===== src/rtl/store_write_buffer_if.sv =====
// store_write_buffer_if: CPU store, fill arbitration and memory write bundle for store_write_buffer
// Ports: st_valid/st_addr/st_data/st_ready (store push), fill_req/fill_addr/fill_gnt/mem_busy
// (fill arbitration), mem_en/mem_wr/mem_addr/mem_data (drain write), count/empty/full (status).
// master = CPU/controller side, slave = the buffer.
interface store_write_buffer_if #(
    parameter int DEPTH = 4
);
    logic                   st_valid;
    logic [15:0]            st_addr;
    logic [15:0]            st_data;
    logic                   st_ready;
    logic                   fill_req;
    logic [15:0]            fill_addr;
    logic                   fill_gnt;
    logic                   mem_busy;
    logic                   mem_en;
    logic                   mem_wr;
    logic [15:0]            mem_addr;
    logic [15:0]            mem_data;
    logic [$clog2(DEPTH):0] count;
    logic                   empty;
    logic                   full;
    modport master (
        output st_valid, st_addr, st_data, fill_req, fill_addr, mem_busy,
        input  st_ready, fill_gnt, mem_en, mem_wr, mem_addr, mem_data, count, empty, full
    );
    modport slave (
        input  st_valid, st_addr, st_data, fill_req, fill_addr, mem_busy,
        output st_ready, fill_gnt, mem_en, mem_wr, mem_addr, mem_data, count, empty, full
    );
endinterface


===== src/rtl/store_write_buffer.sv =====
// store_write_buffer: write-through store FIFO draining to memory, arbitrating with cache fills
// Ports: clk, rst_n (async active-low), bus (store_write_buffer_if.slave).
// Optional feature: define WB_COALESCE_EN to merge a store into the newest entry on address match.
module store_write_buffer #(
    parameter int DEPTH      = 4,
    parameter int BLOCK_BITS = 4
) (
    input logic                 clk,
    input logic                 rst_n,
    store_write_buffer_if.slave bus
);
    localparam int AW = $clog2(DEPTH);

    logic [15:0]      addr_q [DEPTH];
    logic [15:0]      data_q [DEPTH];
    logic [DEPTH-1:0] valid_q;
    logic [AW-1:0]    head, tail;
    logic [AW:0]      cnt, cnt_nxt;
    logic             empty_q, full_q, conflict, hit, push, drain;

    // Block match ignores the byte-offset bits by shifting them out of the XOR.
    always_comb begin
        conflict = 1'b0;
        for (int i = 0; i < DEPTH; i++)
            conflict |= valid_q[i] && (((addr_q[i] ^ bus.fill_addr) >> BLOCK_BITS) == 16'd0);
    end

    assign bus.fill_gnt = rst_n && bus.fill_req && !bus.mem_busy && !conflict;
    assign drain        = !empty_q && !bus.mem_busy && !bus.fill_gnt;

`ifdef WB_COALESCE_EN
    logic [AW-1:0] newest;
    assign newest = tail - 1'b1;
    // Merging into an entry that is leaving this cycle would lose the store.
    assign hit = bus.st_valid && !empty_q && addr_q[newest] == bus.st_addr && !(newest == head && drain);
`else
    assign hit = 1'b0;
`endif

    assign bus.st_ready = !full_q || hit;
    assign push         = bus.st_valid && !full_q && !hit;
    assign cnt_nxt      = cnt + {{AW{1'b0}}, push} - {{AW{1'b0}}, drain};

    assign bus.mem_en   = drain;
    assign bus.mem_wr   = drain;
    assign bus.mem_addr = drain ? addr_q[head] : 16'd0;
    assign bus.mem_data = drain ? data_q[head] : 16'd0;
    assign bus.count    = cnt;
    assign bus.empty    = empty_q;
    assign bus.full     = full_q;

    always_ff @(posedge clk) begin
        if (push) begin
            addr_q[tail] <= bus.st_addr;
            data_q[tail] <= bus.st_data;
        end
`ifdef WB_COALESCE_EN
        if (hit)
            data_q[newest] <= bus.st_data;
`endif
    end

    always_ff @(posedge clk or negedge rst_n) begin
        if (!rst_n) begin
            valid_q <= '0;
            head    <= '0;
            tail    <= '0;
            cnt     <= '0;
            empty_q <= 1'b1;
            full_q  <= 1'b0;
        end else begin
            if (push) begin
                valid_q[tail] <= 1'b1;
                tail          <= tail + 1'b1;
            end
            if (drain) begin
                valid_q[head] <= 1'b0;
                head          <= head + 1'b1;
            end
            cnt     <= cnt_nxt;
            empty_q <= cnt_nxt == '0;
            full_q  <= cnt_nxt == DEPTH[AW:0];
        end
    end
endmodule


===== src/flat_wrapper.sv =====
// flat-port wrapper written by rule: the top's interface ports become plain ports
module store_write_buffer_flat 
#(
    parameter int DEPTH      = 4,
    parameter int BLOCK_BITS = 4
)
  (clk, rst_n, bus_st_valid, bus_st_addr, bus_st_data, bus_fill_req, bus_fill_addr, bus_mem_busy, bus_st_ready, bus_fill_gnt, bus_mem_en, bus_mem_wr, bus_mem_addr, bus_mem_data, bus_count, bus_empty, bus_full);
  store_write_buffer_if #(.DEPTH(DEPTH)) bus_i ();
  input logic clk;
  input logic rst_n;
  input wire logic [$bits(bus_i.st_valid)-1:0] bus_st_valid;
  input wire logic [$bits(bus_i.st_addr)-1:0] bus_st_addr;
  input wire logic [$bits(bus_i.st_data)-1:0] bus_st_data;
  input wire logic [$bits(bus_i.fill_req)-1:0] bus_fill_req;
  input wire logic [$bits(bus_i.fill_addr)-1:0] bus_fill_addr;
  input wire logic [$bits(bus_i.mem_busy)-1:0] bus_mem_busy;
  output wire logic [$bits(bus_i.st_ready)-1:0] bus_st_ready;
  output wire logic [$bits(bus_i.fill_gnt)-1:0] bus_fill_gnt;
  output wire logic [$bits(bus_i.mem_en)-1:0] bus_mem_en;
  output wire logic [$bits(bus_i.mem_wr)-1:0] bus_mem_wr;
  output wire logic [$bits(bus_i.mem_addr)-1:0] bus_mem_addr;
  output wire logic [$bits(bus_i.mem_data)-1:0] bus_mem_data;
  output wire logic [$bits(bus_i.count)-1:0] bus_count;
  output wire logic [$bits(bus_i.empty)-1:0] bus_empty;
  output wire logic [$bits(bus_i.full)-1:0] bus_full;
  assign bus_i.st_valid = bus_st_valid;
  assign bus_i.st_addr = bus_st_addr;
  assign bus_i.st_data = bus_st_data;
  assign bus_i.fill_req = bus_fill_req;
  assign bus_i.fill_addr = bus_fill_addr;
  assign bus_i.mem_busy = bus_mem_busy;
  assign bus_st_ready = bus_i.st_ready;
  assign bus_fill_gnt = bus_i.fill_gnt;
  assign bus_mem_en = bus_i.mem_en;
  assign bus_mem_wr = bus_i.mem_wr;
  assign bus_mem_addr = bus_i.mem_addr;
  assign bus_mem_data = bus_i.mem_data;
  assign bus_count = bus_i.count;
  assign bus_empty = bus_i.empty;
  assign bus_full = bus_i.full;
  store_write_buffer #(.DEPTH(DEPTH), .BLOCK_BITS(BLOCK_BITS)) u_core (.clk(clk), .rst_n(rst_n), .bus(bus_i));
endmodule

===== config.mk =====
export PLATFORM = sky130hd
export DESIGN_NAME = store_write_buffer_flat
export DESIGN_NICKNAME = d
export VERILOG_FILES = /design/src/rtl/store_write_buffer_if.sv /design/src/rtl/store_write_buffer.sv /design/src/flat_wrapper.sv
export SDC_FILE = /design/constraint.sdc
export NUM_CORES = 1
export LEC_CHECK = 0
export CAP_MARGIN = 10
export CORE_MARGIN = 3
export CORE_UTILIZATION = 54
export CTS_CLUSTER_SIZE = 30
export DETAILED_ROUTE_END_ITERATION = 12
export PLACE_DENSITY_LB_ADDON = 0.12
export SLEW_MARGIN = 20
export SYNTH_ARGS = -nofsm -noshare
export SYNTH_HDL_FRONTEND = slang
export SYNTH_SLANG_ARGS = --single-unit

===== constraint.sdc =====
create_clock -name clk -period 3.9 [get_ports clk]
set_input_delay 0.585 -clock clk [delete_from_list [all_inputs] [get_ports clk]]
set_output_delay 0.585 -clock clk [all_outputs]
set_load 0.02 [all_outputs]

* Word-level counts from Yosys, hierarchy flattened
Memories as Yosys holds them, arrays and structs flattened. Index checks and enable logic that the tools add are counted.
Storage, ports and cells: bits in registers 13, memory bits (writable) 128, output and inout bits 41, memories 2
Cells by class: equal/unequal tests 1, reductions and logical operators 22, mux-type cells 10, order comparisons 4, bitwise logic cells 10, $add $sub $neg 4
Memory list:
- u_core.addr_q | words 4, width 16, rd ports 5, clocked after memory_dff 0, write ports 1, line store_write_buffer.sv:14 | logic [15:0] addr_q [DEPTH];
- u_core.data_q | words 4, width 16, rd ports 1, clocked after memory_dff 0, write ports 1, line store_write_buffer.sv:15 | logic [15:0] data_q [DEPTH];
Operators with widths (count):
- 16-bit zero test | 4
- 16-bit bitwise XOR | 4
- 16-bit 2-to-1 mux | 2
- 1-bit logical AND | 12
- 4-bit 2-to-1 mux | 2
- 2-bit by 3-bit less-than comparator with 1-bit output (second input constant) | 2
- 1-bit zero test | 5
- 2-bit by 1-bit adder with 2-bit output (second input constant) | 2
- 4-bit bitwise AND | 1
- 1-bit demux with 2-bit select | 2
- 2-bit by 1-bit >= comparator with 1-bit output (second input constant) | 2
- 1-bit 2-to-1 mux | 4
- 4-bit NOT | 1
- 4-bit OR | 1
- 3-bit by 1-bit adder with 3-bit output | 1
- 3-bit equality test (second input constant) | 1
- 3-bit zero test | 1
- 1-bit OR | 3
- 3-bit by 1-bit subtractor with 3-bit output | 1

* Longest topological paths before layout
An unclocked memory read counts as a cell.
depth in word-level cells 13, gate-level depth with buffers 17, gate-level depth less buffers 14

* Least setup slack after synthesis
OpenSTA, ideal clock, no wires.
kind input port to flip-flop, start input bus_fill_addr[10], end register u_core.full_q (netlist: u_core.bus.full), buffers on the path 3, arrival time 3.394 ns, setup time 0.088 ns, setup slack 0.418 ns, stages on the path 17, cell sequence buf_2 xnor2_1 nand4_1 nor4_1 nor3_1 a211o_1 buf_6 buf_6 inv_1 ha_1 inv_1 ha_1 inv_1 fa_1 xnor2_1 xnor2_1 nor3b_1
Between the ends: longest elaborated chain between the ends 12, elaborated cells between the ends (all ways) 21, those cells by class 1 x add/sub; 1 x eq/ne; 7 x bitwise; 12 x reduce/logical
RTL lines:
- from (decl) | line flat_wrapper.sv:15 | input wire logic [$bits(bus_i.fill_addr)-1:0] bus_fill_addr;
- 16-bit bitwise XOR | line store_write_buffer.sv:25 | conflict |= valid_q[i] && (((addr_q[i] ^ bus.fill_addr) >> BLOCK_BITS) == 16'd0);
- 16-bit zero test | line store_write_buffer.sv:25
- 1-bit logical AND | line store_write_buffer.sv:25
- 1-bit OR (2 in series) | line store_write_buffer.sv:25
- 1-bit OR (*) | line store_write_buffer.sv:25
- 1-bit zero test (*) | line store_write_buffer.sv:28 | assign bus.fill_gnt = rst_n && bus.fill_req && !bus.mem_busy && !conflict;
- 1-bit logical AND (*) | line store_write_buffer.sv:28
- 1-bit zero test (*) | line store_write_buffer.sv:29 | assign drain = !empty_q && !bus.mem_busy && !bus.fill_gnt;
- 1-bit logical AND (*) | line store_write_buffer.sv:29
- via bus_mem_en | line flat_wrapper.sv:19 | output wire logic [$bits(bus_i.mem_en)-1:0] bus_mem_en;
- 3-bit by 1-bit subtractor with 3-bit output (*) | line store_write_buffer.sv:42 | assign cnt_nxt = cnt + {{AW{1'b0}}, push} - {{AW{1'b0}}, drain};
- via u_core.cnt_nxt[2] | line store_write_buffer.sv:18 | logic [AW:0] cnt, cnt_nxt;
- 3-bit equality test (*) | line store_write_buffer.sv:82 | full_q <= cnt_nxt == DEPTH[AW:0];
- to (signal assigned) | line store_write_buffer.sv:82
- to (decl) | line store_write_buffer.sv:19 | logic empty_q, full_q, conflict, hit, push, drain;
Mark *: on every way through the listed nets, which the timed path passes. The rest lies on a longest branch. A chain may end at the register's enable or synchronous reset.

* Worst setup path in the final report
start input bus_fill_addr[7], end output bus_mem_en
Between the ends: longest elaborated chain between the ends 10, elaborated cells between the ends (all ways) 19, those cells by class 7 x bitwise; 12 x reduce/logical
RTL lines (line):
- 16-bit bitwise XOR | store_write_buffer.sv:25
- 16-bit zero test | store_write_buffer.sv:25
- 1-bit logical AND | store_write_buffer.sv:25
- 1-bit OR (2 in series) | store_write_buffer.sv:25
- 1-bit OR (*) | store_write_buffer.sv:25
- 1-bit zero test (*) | store_write_buffer.sv:28
- 1-bit logical AND (*) | store_write_buffer.sv:28
- 1-bit zero test (*) | store_write_buffer.sv:29
- 1-bit logical AND (*) | store_write_buffer.sv:29
- to (decl) | flat_wrapper.sv:19
Every way passes the cells marked *; elsewhere a longest branch is shown, timed or not.

==> impl_metrics.yaml <==
pwr:
  vdd_drop_max_mv: 0.446
  power_frac_seq_pct: 40.3
  p_int_mw: 3.89
  p_leak_nw: 3.05
  combPwrFrac_pct: 30.3
  switchingPower_mw: 1.63
  p_sw_share_pct: 29.6
  powerDensity_mw_per_mm2: 697
  pwr-share-clk_pct: 29.3
timing:
  final_hold_viol_count: 0
  rsz0062_at_grt: "false"
  max_freq_ghz: 0.267
  finalClockSkew_ns: 0.00582
  worstMarginPinSlew_ns: 0.734
  min_period_ns: 3.74
  setup_violations: 0
  drv_slew: 0
  layout_setup_ws_ns: 0.155
  slew_headroom_pct: 51.1
  finalCritPeriodShare_pct: 96.0
cells_and_area:
  seqCellArea_sq_mm: 0.00417
  final_common_cell: "edfxtp_1"
  fill_cells: 728
  diodes: 0
  nets: 515
  final_cell_mix: "edfxtp_1 (128), clkdlybuf4s50_1 (57), xnor2_1 (45), nor2b_1 (33), mux4_2 (32)"
  post-route-util_pct: 72.4
  drive_above_1_share_pct: 20.5
  multi_input_area_sq_mm: 0.00176
  area_growth_pct: 29.9
critical_path:
  crit_arrival_ns: 3.16
  critPathLaunchType: "input port"
  cp.required_ns: 3.31
  end_kind: "primary output"
  crit_type: "in -> out"
  crit_fanout: 4
floorplan:
  num_rows: 38
  die_w_microns: 112
  core-area_sq_mm: 0.0109
  fp.dieH_microns: 112
  initial_core_util_pct: 55.8
  ios: 94
  die_area_sq_mm: 0.0126
logic_synthesis:
  yosysWarnings: 0
  synth_seq_cells: 141
  synth.yosys.seq_area_share_pct: 68.4
  syn_area_per_cell_sq_um: 18.0
  syn_area_sq_mm: 0.00610
  netlist-cell-type-count: 28
  synth_nets: 402
  synth_cells: 338
clock_tree:
  cts_buffers: 17
  cts.path.max_buffers: 2
  clkTransAtPathRegs_ns: 0.06
  cts_max_level: 4
  cts_resized: 8
  cts_root_buffer: "clkbuf_16"
  cts.sinks: 141
  cts_setup_buffers: 0
  insertion_delay_ns: 0.41
  cts_tree: "yes"
  postCtsHoldBufs: 0
global_routing:
  grt_max_degree: 34
  grt_pass1_vias: 3599
  grt_usage_pct: 21.2
  antenna_found_initial: 0
  grt_overflow: 0
  grt_pass1_wl_mm: 19.8
place:
  numPortBuffers: 89
  gp_congestion: 0.775
  hpwl_mm: 8.27
  preCtsSetupSlack_ns: -0.0788
detailed_routing:
  drc: 0
  ant_nets: 0
  routedWlPerCell_microns: 20.9
  first_pass_iters: 5
  vias: 3343
  via_per_inst: 5.53
  finalWirelength_mm: 12.6
  drtIter0Drc: 203
worst_hold_path:
  hold_class: "reg -> reg"
outcome:
  status: "finished clean"
job:
  drv_cap: 0
==> synthesized netlist by cell type <==
| master | number | area share, % |
|---|---|---|
| nor3b_1 | 1 | 0.12 |
| nor2b_1 | 33 | 3.4 |
| xnor2_1 | 45 | 6.5 |
| and2_1 | 5 | 0.51 |
| nand2_1 | 4 | 0.25 |
| nand4_1 | 7 | 0.72 |
| buf_1 | 2 | 0.12 |
| dfrtp_1 | 12 | 4.9 |
| fa_1 | 1 | 0.33 |
| inv_1 | 14 | 0.86 |
| mux4_2 | 32 | 12 |
| mux2_2 | 1 | 0.18 |
| nand3b_1 | 1 | 0.12 |
| nor4_1 | 5 | 0.51 |
| o22a_1 | 4 | 0.57 |
| a41oi_1 | 1 | 0.14 |
| dfstp_2 | 1 | 0.43 |
| clkbuf_1 | 8 | 0.49 |
| ha_1 | 10 | 2.1 |
| a211o_1 | 1 | 0.14 |
| buf_4 | 1 | 0.12 |
| nor3_1 | 2 | 0.16 |
| xor2_1 | 7 | 1.0 |
| buf_6 | 5 | 0.92 |
| o21ai_0 | 1 | 0.082 |
| nand3_1 | 3 | 0.25 |
| buf_2 | 3 | 0.25 |
| edfxtp_1 | 128 | 63 |
==> cell families after synthesis <==
family | synth area share [%]
AO/OA/AOI/OAI | 0.944
adder cells (fa/ha/maj) | 2.38
multiplexers | 12.0
buffers and inverters | 2.77
XOR/XNOR | 7.47
flip-flops | 68.4
AND/OR/NAND/NOR | 6.03
==> through the flow <==
stage	instances	total power [mW]	instance area [sq um]	hold WS (ns)	TNS, ns
after floorplan	338	3.30	6100	0.289	0
after global placement	572	3.95	7270	0.475	-0.0847
after detailed placement	572	3.99	7270	0.486	-0.101
after CTS	604	5.60	7860	0.501	0
after global routing	604	5.78	7920	0.527	0
final	604	5.52	7920	0.500	0
==> critical path: stages <==
cell and delay (ns):
clkdlybuf4s50_1 0.50, buf_4 0.18, xnor2_1 0.15, nand4_1 0.13, nor4_1 0.27, nor3_1 0.13
a211o_1 0.40, inv_1 0.11, buf_4 0.11, clkdlybuf4s50_1 0.59
==> routing by layer <==
metal | routed length [microns] | share of wire [%] | global-route usage [%]
met5 | 0 | 0 | 0
met4 | 304 | 2.4 | 8.81
met3 | 627 | 5.0 | 5.93
met2 | 6520 | 52 | 35.0
met1 | 5150 | 41 | 26.7
==> flip-flops by register name, indices dropped and copies added, names as in the netlist <==
name,count
u_core.valid_q,4
u_core.bus.empty,1
u_core.bus.full,1
u_core.addr_q,64
u_core.data_q,64
u_core.head,2
u_core.tail,2
u_core.bus.count,3
==> power groups by stage <==
stage	clock network (mW)	logic (mW)	registers, mW
after global placement	0	1.71	2.24
after global routing	1.71	1.80	2.27
after floorplan	0	1.16	2.14
after CTS	1.64	1.73	2.23
final	1.62	1.67	2.23
after detailed placement	0	1.74	2.26
==> layout make-up <==
cell class	instances	area share (%)
inverter	14	0.663
clock inverter	15	2.20
tap	140	2.21
timing repair buffer	113	14.6
sequential	141	52.7
clock buffer	17	5.37
multi-input combinational	164	22.3
==> path summary, 6_finish.rpt <==
kind	startpoint	endpoint	slack [ns]	cells after the start
worst max-delay path	bus_fill_addr[7]	bus_mem_en	0.16	10
min in group asynchronous	rst_n	u_core.bus.count[2]	0.54	2
worst min-delay path	u_core.valid_q[3]	u_core.valid_q[3]	0.50	1
worst max register to register	u_core.addr_q[1][14]	u_core.bus.full	0.69	15
worst min register to register	u_core.valid_q[3]	u_core.valid_q[3]	0.50	1
max in group asynchronous	rst_n	u_core.bus.empty	3.12	2
No activity file was read; power rests on OpenSTA's default activity.
